[config.mk]
export PLATFORM = sky130hd
export DESIGN_NAME = product_display_ctrl
export DESIGN_NICKNAME = d
export VERILOG_FILES = /design/src/rtl/product_display_ctrl.sv
export SDC_FILE = /design/constraint.sdc
export NUM_CORES = 1
export LEC_CHECK = 0
export CAP_MARGIN = 40
export CORE_MARGIN = 10
export CORE_UTILIZATION = 57
export CTS_CLUSTER_SIZE = 30
export DETAILED_ROUTE_END_ITERATION = 16
export DONT_BUFFER_PORTS = 1
export GPL_TIMING_DRIVEN = 0
export PLACE_DENSITY = 0.76
export SLEW_MARGIN = 20
export SYNTH_ARGS = -nofsm -noshare
export SYNTH_HDL_FRONTEND = slang
export SYNTH_SLANG_ARGS = --single-unit
[constraint.sdc]
create_clock -name clk -period 1.4 [get_ports clk]
set_input_delay 0.14 -clock clk [delete_from_list [all_inputs] [get_ports clk]]
set_output_delay 0.14 -clock clk [all_outputs]
set_load 0.01 [all_outputs]
[src/rtl/product_display_ctrl.sv]
// product_display_ctrl: converts a signed product to sign + BCD and scrolls a digit window over it.
//   clk     : system clock, rising edge
//   flg     : synchronous active-high reset/clear
//   start   : one-cycle pulse, samples product and begins conversion
//   product : two's-complement product (W bits)
//   btnl    : debounced level, scroll toward more-significant digits
//   btnr    : debounced level, scroll toward less-significant digits
//   busy    : high while converting
//   done    : one-cycle pulse when bcd/sign are updated
//   sign    : 1 = last converted product was negative
//   bcd     : ND digits, digit 0 in [3:0]
//   pos     : window position, 0..ND-WIN
//   win     : WIN visible digits starting at digit pos
module product_display_ctrl #(
    parameter int W   = 16,
    parameter int ND  = 5,
    parameter int WIN = 3
) (
    input  logic              clk,
    input  logic              flg,
    input  logic              start,
    input  logic [W-1:0]      product,
    input  logic              btnl,
    input  logic              btnr,
    output logic              busy,
    output logic              done,
    output logic              sign,
    output logic [4*ND-1:0]   bcd,
    output logic [1:0]        pos,
    output logic [4*WIN-1:0]  win
);
    typedef enum logic [1:0] {IDLE, CONV, DONE} state_t;
    localparam int CW = $clog2(W);
    localparam logic [1:0] PMAX = 2'(ND - WIN);
    state_t          state_q;
    logic [W-1:0]    mag_q;
    logic [4*ND-1:0] field_q, field_d, adj, bcd_q, shifted;
    logic [CW-1:0]   cnt_q;
    logic            sign_nx_q, sign_q, busy_q, done_q, btnl_q, btnr_q;
    logic [1:0]      pos_q;
    logic            pl, pr;
    // Add-3 correction on every digit, then the shifted-in bit is the magnitude MSB.
    always_comb begin
        adj = field_q;
        for (int i = 0; i < ND; i++)
            adj[4*i +: 4] = field_q[4*i +: 4] >= 4'd5 ? field_q[4*i +: 4] + 4'd3 : field_q[4*i +: 4];
    end
    assign field_d = {adj[4*ND-2:0], mag_q[W-1]};
    assign pl      = btnl & ~btnl_q;
    assign pr      = btnr & ~btnr_q;
    assign shifted = bcd_q >> {pos_q, 2'b00};
    assign win     = shifted[4*WIN-1:0];
    assign busy    = busy_q;
    assign done    = done_q;
    assign sign    = sign_q;
    assign bcd     = bcd_q;
    assign pos     = pos_q;
    always_ff @(posedge clk) begin
        if (flg) begin
            state_q   <= IDLE;
            busy_q    <= 1'b0;
            done_q    <= 1'b0;
            sign_q    <= 1'b0;
            bcd_q     <= '0;
            pos_q     <= 2'd0;
            btnl_q    <= 1'b1;
            btnr_q    <= 1'b1;
            mag_q     <= '0;
            field_q   <= '0;
            cnt_q     <= '0;
            sign_nx_q <= 1'b0;
        end else begin
            btnl_q <= btnl;
            btnr_q <= btnr;
            case (state_q)
                IDLE: begin
                    if (pl && !pr && pos_q != PMAX)
                        pos_q <= pos_q + 2'd1;
                    else if (pr && !pl && pos_q != 2'd0)
                        pos_q <= pos_q - 2'd1;
                    if (start) begin
                        // Negating at W bits maps -2^(W-1) onto 2^(W-1) as unsigned.
                        mag_q     <= product[W-1] ? -product : product;
                        sign_nx_q <= product[W-1];
                        field_q   <= '0;
                        cnt_q     <= '0;
                        busy_q    <= 1'b1;
                        state_q   <= CONV;
                    end
                end
                CONV: begin
                    {field_q, mag_q} <= {field_d, mag_q[W-2:0], 1'b0};
                    cnt_q <= cnt_q + CW'(1);
                    if (cnt_q == CW'(W - 1)) begin
                        bcd_q   <= field_d;
                        sign_q  <= sign_nx_q;
                        pos_q   <= 2'd0;
                        busy_q  <= 1'b0;
                        done_q  <= 1'b1;
                        state_q <= DONE;
                    end
                end
                DONE: begin
                    done_q  <= 1'b0;
                    state_q <= IDLE;
                end
                default: state_q <= IDLE;
            endcase
        end
    end
endmodule

## Yosys cells after proc, flatten, opt, wreduce, memory -nomap -nowiden

Index checks and enable logic that the tools add are counted.

| storage, ports and cells | value |
|---|---|
| register bits after elaboration | 70 |
| input bits | 21 |
| output and inout port bits | 37 |
| word-level logic and storage cells | 79 |

| operators by class | value |
|---|---|
| add/subtract/negate cells | 9 |
| $lt $le $gt $ge | 5 |
| eq/ne operators | 7 |
| shift operators | 1 |
| mux-type cells | 24 |
| bitwise gates (word level) | 4 |
| reductions and logical operators | 17 |

Operator list:

| cell | count |
|---|---|
| one-hot mux 20 bit (2 select lines) | 1 |
| two-way mux 16 bit | 2 |
| one-hot mux 16 bit (2 select lines) | 1 |
| greater-or-equal comparator 4 x 3 -> 1 bit (second input constant) | 5 |
| two-way mux 20 bit | 1 |
| two-way mux 4 bit | 5 |
| right shift 20 x 4 -> 12 bit | 1 |
| adder 4 x 2 -> 4 bit (second input constant) | 4 |
| negation 16 bit | 1 |
| two-way mux 2 bit | 5 |
| AND reduction 2 bit | 5 |
| one-hot mux 2 bit (2 select lines) | 2 |
| one-hot mux 4 bit (2 select lines) | 1 |
| inequality test 2 bit (second input constant) | 3 |
| AND reduction 3 bit | 2 |
| nonzero test 2 bit | 3 |
| adder 4 x 1 -> 4 bit (second input constant) | 1 |
| == test 4 bit (second input constant) | 1 |
| logical AND 1 bit | 4 |
| one-hot mux 1 bit (2 select lines) | 2 |
| adder 3 x 2 -> 3 bit (second input constant) | 1 |
| two-way mux 1 bit | 3 |
| two-way mux 3 bit | 1 |
| inequality test 3 bit (second input constant) | 1 |
| 8 further kinds | 11 |

## Logic depth before layout (Yosys ltp)

Gate-level depths: netlist of run 1.

| depth | value |
|---|---|
| depth after elaboration | 8 |
| depth in mapped cells | 7 |

## Worst setup path after synthesis of run 1

Ideal clock, no wire load.

| timing path | value |
|---|---|
| path kind | reg2out |
| start | register pos_q[0] (netlist: pos[0]) |
| end | output port win[8] |
| arrival | 1.476 ns |
| data required time | 1.260 ns |
| slack | -0.216 ns |
| cell stages (with the launch flop) | 6 |
| cells stage by stage | dfxtp_1 clkbuf_1 clkbuf_1 buf_2 nand2_1 o22ai_1 |

| between the ends | value |
|---|---|
| word-level cells in the longest chain between the ends | 1 |

RTL lines:

| item | line | text |
|---|---|---|
| start, declared | 40 | `logic [1:0] pos_q;` |
| start signal, assigned | 78 | `pos_q <= pos_q + 2'd1;` |
| start signal, assigned | 80 | `pos_q <= pos_q - 2'd1;` |
| right shift 20 x 4 -> 12 bit | 51 | `assign shifted = bcd_q >> {pos_q, 2'b00};` |
| end, declared | 30 | `output logic [4*WIN-1:0] win` |

No other way between the ends.

## Worst setup path in the final report of run 1

| timing path | value |
|---|---|
| start | register pos_q[1] (netlist: pos[1]) |
| end | output port win[11] |

Same word-level chain as after synthesis.

==> flow_metrics.py, run 1 <==
metrics = {
    "outcome": {
        "status": "finished, violations left",
        "failed_checks": "setup timing",
    },
    "worst_setup_path": {
        "cp_top_family": "flip-flops",
        "critPathBufInv": 1,
        "reg2regPathDepth": 7,
        "arrival_ns": 1.57,
        "crit_path_start_kind": "flop",
        "end_kind": "output port",
        "r2r_end": "bcd[6]",
        "cp_slowest_stage_delay_ns": 0.48,
        "critPathRequiredTime_ns": 1.26,
        "worst_path_max_delay_cell": "dfxtp_4",
        "r2r_setup_slack_ns": -0.24,
        "crit_path_cell_trace": "clkbuf_16 > mux2i_2 > o22ai_2",
        "r2r-start": "field_q[5]",
        "path_class": "flop to output port",
        "worstPathMaxFanout": 8,
    },
    "final_layout": {
        "drive_above_1_share_pct": 44.5,
        "area_growth_pct": 46.0,
        "stdcell_count": 560,
        "fin_area_sq_um": 5260,
        "nets": 513,
        "antenna_cells": 0,
        "final_util_pct": 87.2,
    },
    "yosys": {
        "async_flop_share_pct": 0,
        "yosysTopAreaCellShare_pct": 38.9,
        "ys.flop_type": "dfxtp_1",
        "synth_edf_count": 0,
        "ys_ff_latch": 70,
        "yosys-top-cells-count": "dfxtp_1 (70), nand2_1 (52), a21oi_1 (42), nor2_1 (35), o21ai_1 (18)",
        "synth_nets": 460,
        "synth_seq_area_share_pct": 38.9,
        "synth_area_leaders": "dfxtp_1 (39%), a21oi_1 (5.8%), nand2_1 (5.4%), ha_1 (4.2%), nor2_1 (3.6%)",
        "ys_warn_count": 0,
        "synthMostInstantiatedCell": "dfxtp_1",
        "syn_area_per_cell_sq_um": 8.43,
        "synth.distinct_cells": 49,
        "syn_inst": 427,
        "syn_area_sq_um": 3600,
        "synth_top_cell_by_area": "dfxtp_1",
    },
    "floorplan": {
        "std_cell_rows": 28,
        "die_area_sq_um": 9890,
        "die_x_um": 99.5,
        "ios": 58,
        "die_h_um": 99.5,
        "start_util_pct": 59.7,
        "design.core.area_sq_um": 6030,
    },
    "worst_hold_path": {
        "whs_endpoint": "mag_q[7]",
        "min-delay-start": "product[7]",
        "hold_path_class": "input pin to flop",
        "hold_depth": 2,
    },
    "pwr": {
        "p_sw_mw": 1.23,
        "p_int_mw": 3.42,
        "power_frac_clock_pct": 45.1,
        "p_comb_share_pct": 10.4,
        "power_density_nw_per_um2": 885,
        "vdd_drop_max_v": 0.00110,
        "p_seq_share_pct": 44.5,
        "swShare_pct": 26.5,
        "p_leak_nw": 1.85,
    },
    "sta": {
        "max_freq_mhz": 585,
        "postLayoutSetupSlackWorst_ns": -0.310,
        "timing.final.crit_period_ns": 1.71,
        "rsz0062_at_grt": "true",
        "hold_viol": 0,
        "fin_worst_skew_ns": 0.0204,
        "whs_ns": 0.0349,
        "fin_crit_sh_pct": 122,
        "slew_viol_final": 0,
        "setup_viol": 47,
        "tightestPinTransition_ns": 0.696,
        "slew_headroom_pct": 53.6,
    },
    "drt": {
        "routed_wl_um": 15700,
        "drtIter0Drc": 749,
        "vias_per_cell": 7.48,
        "ant_nets": 0,
        "drcViolationCount": 0,
        "first_pass_iters": 6,
        "wire_per_inst_um": 28.0,
        "vias": 4186,
    },
    "placed_design": {
        "io_buffers": 0,
        "pre_cts_ws_ns": -0.369,
        "place_inst": 502,
        "hpwl_um": 7150,
        "placed_cell_area_sq_um": 3720,
        "place.gp.congestion": 0.852,
    },
    "job": {
        "cap_violations": 0,
    },
    "global_route": {
        "grtUsageTotal_pct": 22.0,
        "antenna_found_initial": 0,
        "grt_max_degree": 14,
        "grt_pass1_vias": 3455,
        "grt_first_pass_wirelength_um": 17800,
        "grt_overflow": 0,
    },
    "cts": {
        "path_clk_slew_ns": 0.09,
        "cts_buffer_depth": 2,
        "clkSinkCount": 70,
        "cts-root-buf": "clkbuf_8",
        "h-tree-depth": 3,
        "numCtsBuffers": 9,
        "clk_latency_ns": 0.38,
        "cts_tree": "yes",
    },
}
worst max-delay path by stage:
stage	startpoint	end	slack, ns	cells past startpoint
after floorplan	state_q[1]	field_q[18]	-0.04	6
after global placement	state_q[1]	field_q[18]	-0.37	5
after detailed placement	state_q[1]	field_q[0]	-0.37	5
after CTS	pos[0]	win[3]	-0.19	2
after global routing	pos[1]	win[11]	-0.30	3
final	pos[1]	win[11]	-0.31	3
registers in the layout (all words and copies together) (netlist names):
signal     count
bcd           20
btnl_q         1
btnr_q         1
busy           1
cnt_q          4
done           1
field_q       20
mag_q         16
pos            2
sign           1
sign_nx_q      1
state_q        2
layout make-up:
cell class	count	area [sq um]
sequential	70	1450
multi-input combinational	313	2690
inverter	18	80.1
clock buffer	9	124
timing repair buffer	44	440
clock inverter	7	121
buffer	24	259
tap	75	93.8
fill	226	769
power by group through the flow:
stage                     clock network [mW]  logic, mW  registers, mW
after floorplan                            0      0.250           2.11
after global placement                     0      0.314           2.12
after detailed placement                   0      0.320           2.12
after CTS                               2.02      0.387           2.07
after global routing                    2.15      0.507           2.07
final                                   2.10      0.485           2.07
kinds of logic (layout without fill, tap and decap cells):
family	after synthesis	count (layout)	synth area share [%]
simple gates	146	147	19.8
flops	70	70	38.9
xor+xnor	19	19	4.62
mux	15	15	5.56
compound gates	120	120	21.7
fa+ha+maj	12	12	4.17
buf+inv	45	102	5.21
through the flow:
step                power, mW  TNS (ns)
floorplan                2.36   -0.0717
global placement         2.43    -13.73
detailed placement       2.44    -14.46
CTS                      4.48     -2.06
global route             4.73     -6.93
finish                   4.65     -5.79
routing by layer:
layer | vias to the layer above | global-route usage, % | wire length [um] | part of all wire (%)
li1 | 1649 | - | - | -
met1 | 1950 | 26.7 | 5300 | 34
met2 | 437 | 34.1 | 6960 | 44
met3 | 150 | 6.37 | 2270 | 15
met4 | 0 | 12.3 | 1130 | 7.2
met5 | - | 0 | 0 | 0
cell usage in the layout, fill, tap and decap left out, drive strengths merged, types with 2 or more instances in the layout:
| master | netlist | routed |
|---|---|---|
| dfxtp | 70 | 70 |
| nand2 | 52 | 52 |
| buf | 12 | 52 |
| a21oi | 42 | 42 |
| nor2 | 35 | 36 |
| o21ai | 24 | 24 |
| clkbuf | 15 | 20 |
| inv | 18 | 19 |
| ha | 12 | 12 |
| mux2i | 11 | 11 |
| xor2 | 10 | 10 |
| a222oi | 10 | 10 |
| nor3 | 10 | 10 |
| a22o | 9 | 9 |
| nand2b | 9 | 9 |
| a211oi | 9 | 9 |
| xnor2 | 9 | 9 |
| nand3 | 8 | 8 |
| nor2b | 6 | 6 |
| dlygate4sd3 | 0 | 5 |
| a311oi | 5 | 5 |
| or3b | 5 | 5 |
| o22ai | 5 | 5 |
| mux4 | 4 | 4 |
| and3 | 4 | 4 |
| nor3b | 4 | 4 |
| nor4 | 4 | 4 |
| a41oi | 3 | 3 |
| a31oi | 3 | 3 |
| bufinv | 0 | 3 |
| or2 | 3 | 3 |
| clkinv | 0 | 3 |
| and2 | 2 | 2 |
| nand4 | 2 | 2 |
| a22oi | 2 | 2 |
| o21a | 2 | 2 |
repair_timing:
action,CTS,global route
setup buffers,16,16
gates resized for setup,127,105
endpoints found under the setup margin,75,71
gates cloned,2,6
endpoints found under the hold margin,5,0
hold buffers,5,0
pin swaps,24,43
Note: power is estimated with default switching activity, not from simulation.
==> run 2: changes to the inputs <==
CELL_PAD_IN_SITES_DETAIL_PLACEMENT = 0   (was not set)
CELL_PAD_IN_SITES_GLOBAL_PLACEMENT = 2   (was not set)
CORE_UTILIZATION = 34   (was 57)
==> flow_metrics.py, run 2 (synthesized netlist as in run 1, its figures left out) <==
metrics = {
    "outcome": {
        "status": "finished, violations left",
        "failed_checks": "setup timing",
    },
    "placed_design": {
        "hpwl_um": 7970,
        "place_inst": 563,
        "io_buffers": 0,
        "pre_cts_ws_ns": -0.445,
        "place.gp.congestion": 0.787,
    },
    "pwr": {
        "power_frac_clock_pct": 35.6,
        "p_int_mw": 2.91,
        "p_sw_mw": 1.02,
        "power_density_nw_per_um2": 758,
        "p_comb_share_pct": 12.0,
        "power.total_mw": 3.93,
        "swShare_pct": 26.0,
        "vdd_drop_max_v": 0.000380,
        "p_leak_nw": 1.80,
        "p_seq_share_pct": 52.4,
    },
    "worst_setup_path": {
        "r2r_setup_slack_ns": -0.09,
        "critPathBufInv": 3,
        "crit_path_cell_trace": "clkbuf_16 > clkbuf_16 > clkbuf_16 > a21oi_2",
        "r2r_end": "field_q[2]",
        "critPathRequiredTime_ns": 1.26,
        "cp_top_family": "buffers and inverters",
        "end_kind": "output port",
        "arrival_ns": 1.45,
        "crit_path_start_kind": "flop",
        "worstPathMaxFanout": 11,
        "r2r-start": "field_q[1]",
        "reg2regPathDepth": 7,
        "path_class": "flop to output port",
        "worst_path_max_delay_cell": "dfxtp_4",
        "startpoint": "pos[0]",
        "crit_top_cell": "clkbuf_16",
        "cp_slowest_stage_delay_ns": 0.36,
    },
    "final_layout": {
        "final_cell_mix": "dfxtp_1 (55), nand2_1 (42), buf_4 (42)",
        "drive_above_1_share_pct": 40.7,
        "antenna_cells": 0,
        "final_common_cell": "dfxtp_1",
        "nets": 519,
        "area_growth_pct": 44.2,
        "stdcell_count": 625,
    },
    "global_route": {
        "grtUsageTotal_pct": 15.5,
        "gr-usage-met2_pct": 23.3,
        "grt_pass1_vias": 3175,
        "grt_use_met1_pct": 21.2,
        "busiest_layer": "met2",
        "grt_first_pass_wirelength_um": 18300,
        "grt_max_degree": 12,
        "grtUsageMet3_pct": 3.56,
        "antenna_found_initial": 0,
        "grt_overflow": 0,
    },
    "cts": {
        "cts-root-buf": "clkbuf_8",
        "path_clk_slew_ns": 0.07,
        "h-tree-depth": 3,
        "cts_buffer_depth": 2,
        "cts_tree": "yes",
        "clkSinkCount": 70,
        "numCtsBuffers": 9,
        "clk_latency_ns": 0.35,
    },
    "drt": {
        "first_pass_iters": 5,
        "ant_nets": 0,
        "drtIter0Drc": 276,
        "wire_per_inst_um": 19.2,
        "routed_wl_um": 12000,
        "vias_per_cell": 5.44,
        "drcViolationCount": 0,
        "vias": 3399,
    },
    "sta": {
        "fin_crit_sh_pct": 113,
        "tightestPinTransition_ns": 0.643,
        "tns_ns": -2.52,
        "slew_viol_final": 0,
        "setup_viol": 26,
        "fin_worst_skew_ns": 0.0107,
        "slew_headroom_pct": 57.1,
        "rsz0062_at_grt": "true",
        "hold_viol": 0,
        "max_freq_mhz": 630,
        "timing.final.crit_period_ns": 1.59,
        "postLayoutSetupSlackWorst_ns": -0.186,
    },
    "floorplan": {
        "start_util_pct": 34.9,
        "die_area_sq_um": 15100,
        "std_cell_rows": 37,
        "design.core.area_sq_um": 10300,
        "die_x_um": 123,
        "die_h_um": 123,
        "ios": 58,
    },
    "worst_hold_path": {
        "hold_depth": 2,
        "min-delay-start": "product[7]",
        "whs_endpoint": "mag_q[7]",
        "hold_path_class": "input pin to flop",
    },
    "job": {
        "cap_violations": 0,
    },
}
-- run 2: per-layer routing --
layer	wire length (um)	vias to the layer above
met5	0	-
met2	5620	85
met4	129	0
met1	5510	1633
li1	-	1668
met3	718	13
-- run 2: worst max-delay path by stage --
stage                        to  slack [ns]  cells after the start
floorplan           field_q[18]       -0.04                      6
global placement    field_q[16]       -0.48                      5
detailed placement   field_q[5]       -0.45                      5
CTS                      win[2]       -0.20                      3
global route             win[2]       -0.23                      3
finish                   win[4]       -0.19                      4
-- run 2: area by class of cell --
cell class | instances | area [sq um]
Fill cell | 933 | 5130
Buffer | 24 | 270
Timing Repair Buffer | 50 | 450
Clock inverter | 2 | 10.0
Multi-Input combinational cell | 313 | 2620
Tap cell | 136 | 170
Sequential cell | 70 | 1450
Inverter | 18 | 80.1
Clock buffer | 12 | 145
-- run 2: through the flow --
stage                     area, sq um  utilization (%)  hold WS, ns
after floorplan                  3630                -        0.247
after global placement           3800             36.8        0.247
after detailed placement         3800             36.8        0.249
after CTS                        4780             46.3      0.00390
after global routing             5190             50.3       0.0107
final                            5190             50.3       0.0161
-- run 2: repair_timing --
item,4_1_cts,5_1_grt
hold buffers,4,0
setup endpoints to repair,79,53
hold endpoints to repair,5,0
setup buffers,22,20
gates cloned,2,3
pin swaps,26,29
gates resized for setup,148,48
-- run 2: power groups by stage --
stage	sequential [mW]	combinational, mW	clock (mW)
after floorplan	2.11	0.250	0
after global placement	2.12	0.333	0
after detailed placement	2.12	0.337	0
after CTS	2.06	0.401	1.42
after global routing	2.07	0.515	1.53
final	2.06	0.473	1.40
==> run 3: changes to the inputs <==
--- a/config.mk
+++ b/config.mk
@@ -10,10 +10,10 @@
 export CELL_PAD_IN_SITES_GLOBAL_PLACEMENT = 2
 export CORE_MARGIN = 10
-export CORE_UTILIZATION = 34
+export CORE_UTILIZATION = 40
 export CTS_CLUSTER_SIZE = 30
 export DETAILED_ROUTE_END_ITERATION = 16
 export DONT_BUFFER_PORTS = 1
 export GPL_TIMING_DRIVEN = 0
-export PLACE_DENSITY = 0.76
+export PLACE_DENSITY = 0.84
 export SLEW_MARGIN = 20
 export SYNTH_ARGS = -nofsm -noshare
==> constraint.sdc (replaced) <==
create_clock -name clk -period 2.05 [get_ports clk]
set_input_delay 0.205 -clock clk [delete_from_list [all_inputs] [get_ports clk]]
set_output_delay 0.205 -clock clk [all_outputs]
set_load 0.005 [all_outputs]
==> flow_metrics.py, run 3 (synthesized netlist as in run 1, its figures left out) <==
metrics = {
    "worst_setup_path": {
        "cp_slowest_stage_delay_ns": 0.45,
        "path_class": "flop to output port",
        "end_kind": "output port",
        "critPathRequiredTime_ns": 1.85,
        "crit_path_cell_trace": "clkbuf_4 > buf_2 > mux4_2",
        "crit_path_start_kind": "flop",
        "arrival_ns": 1.69,
        "worst_path_max_delay_cell": "dfxtp_2",
        "worstPathMaxFanout": 10,
    },
    "sta": {
        "tightestPinTransition_ns": 0.756,
        "fin_crit_sh_pct": 92.5,
        "max_freq_mhz": 527,
        "setup_viol": 0,
        "slew_viol_final": 0,
        "timing.final.crit_period_ns": 1.90,
        "hold_viol": 0,
        "rsz0062_at_grt": "false",
        "fin_worst_skew_ns": 0.00978,
        "tns_ns": 0,
        "whs_ns": 0.0393,
        "slew_headroom_pct": 49.4,
    },
    "cts": {
        "clkSinkCount": 70,
        "cts_tree": "yes",
        "clk_latency_ns": 0.35,
        "path_clk_slew_ns": 0.07,
        "cts_buffer_depth": 2,
        "numCtsBuffers": 9,
        "cts-root-buf": "clkbuf_8",
        "h-tree-depth": 3,
        "post_cts.repair.setup_buffers": 0,
    },
    "pwr": {
        "power_density_nw_per_um2": 721,
        "p_leak_nw": 1.42,
        "power.total_mw": 2.89,
        "vdd_drop_max_v": 0.000442,
    },
    "floorplan": {
        "die_area_sq_um": 13200,
        "start_util_pct": 41.3,
        "std_cell_rows": 34,
        "die_x_um": 115,
        "ios": 58,
        "die_h_um": 115,
        "design.core.area_sq_um": 8720,
    },
    "drt": {
        "ant_nets": 0,
        "vias_per_cell": 5.70,
        "vias": 3161,
        "wire_per_inst_um": 18.5,
        "drcViolationCount": 0,
        "drtIter0Drc": 232,
        "first_pass_iters": 5,
        "routed_wl_um": 10300,
    },
    "outcome": {
        "status": "complete, no violations",
    },
    "job": {
        "cap_violations": 0,
    },
    "final_layout": {
        "fin_area_sq_um": 4000,
        "drive_above_1_share_pct": 9.62,
        "regArea_sq_um": 1400,
        "final_cell_mix": "dfxtp_1 (69), nand2_1 (52), a21oi_1 (42)",
        "multi_input_area_sq_um": 2010,
        "final_common_cell": "dfxtp_1",
        "nets": 475,
        "antenna_cells": 0,
        "fillers": 885,
        "area_growth_pct": 11.2,
    },
    "placed_design": {
        "hpwl_um": 7740,
        "placed_cell_area_sq_um": 3730,
        "place.gp.congestion": 0.800,
        "io_buffers": 0,
    },
    "global_route": {
        "grt_max_degree": 12,
        "grt_pass1_vias": 2947,
        "grt_overflow": 0,
        "grtUsageTotal_pct": 15.3,
        "antenna_found_initial": 0,
        "grt_first_pass_wirelength_um": 16200,
    },
    "worst_hold_path": {
        "hold_path_class": "input pin to flop",
    },
}
[run 3: final timing paths]
kind | startpoint | endpoint | slack, ns | cells after the start
setup / recovery | pos[1] | win[2] | 0.15 | 3
hold / removal | product[15] | mag_q[15] | 0.04 | 2
setup reg to reg | state_q[1] | field_q[18] | 0.19 | 5
hold reg to reg | sign_nx_q | sign_nx_q | 0.46 | 2
[run 3: area by class of cell]
| class | count | share of cell area, % |
|---|---|---|
| Clock inverter | 4 | 1.75 |
| Clock buffer | 12 | 3.62 |
| Multi-Input combinational cell | 312 | 50.2 |
| Inverter | 18 | 1.69 |
| Sequential cell | 70 | 35.0 |
| Timing Repair Buffer | 4 | 1.00 |
| Tap cell | 108 | 3.38 |
| Buffer | 27 | 3.31 |
[run 3: through the flow]
step	setup slack [ns]	utilization [%]	std cells
after floorplan	0.487	-	427
after global placement	0.0631	42.8	535
after detailed placement	0.0206	42.8	535
after CTS	0.0407	45.9	555
after global routing	0.0264	45.9	555
final	0.154	45.9	555
[run 3: routing by layer]
| layer | GRT usage (%) | wire length, um |
|---|---|---|
| met1 | 21.3 | 4890 |
| met2 | 22.3 | 4570 |
| met5 | 0 | 0 |
| met3 | 4.27 | 664 |
| met4 | 4.95 | 140 |
[run 3: critical path, delay by kind of cell, from the launching register on]
kind / cells / cell delay, ns
buffers and inverters: 2 / 0.54
multiplexers: 1 / 0.35
flip-flops: 1 / 0.45
[run 3: what timing repair did]
item	in CTS	in global routing
hold buffers	4	0
endpoints found under the setup margin	12	3
gates resized for setup	6	4
hold endpoints to repair	4	0
[run 3: power breakdown]
| part | total, mW | leakage (nW) | internal, mW | switching (mW) |
|---|---|---|---|---|
| Sequential | 1.41 | 0.568 | 1.39 | 0.0223 |
| Combinational | 0.231 | 0.739 | 0.0872 | 0.144 |
| Clock | 1.24 | 0.110 | 0.716 | 0.527 |
| Total | 2.89 | 1.42 | 2.20 | 0.693 |
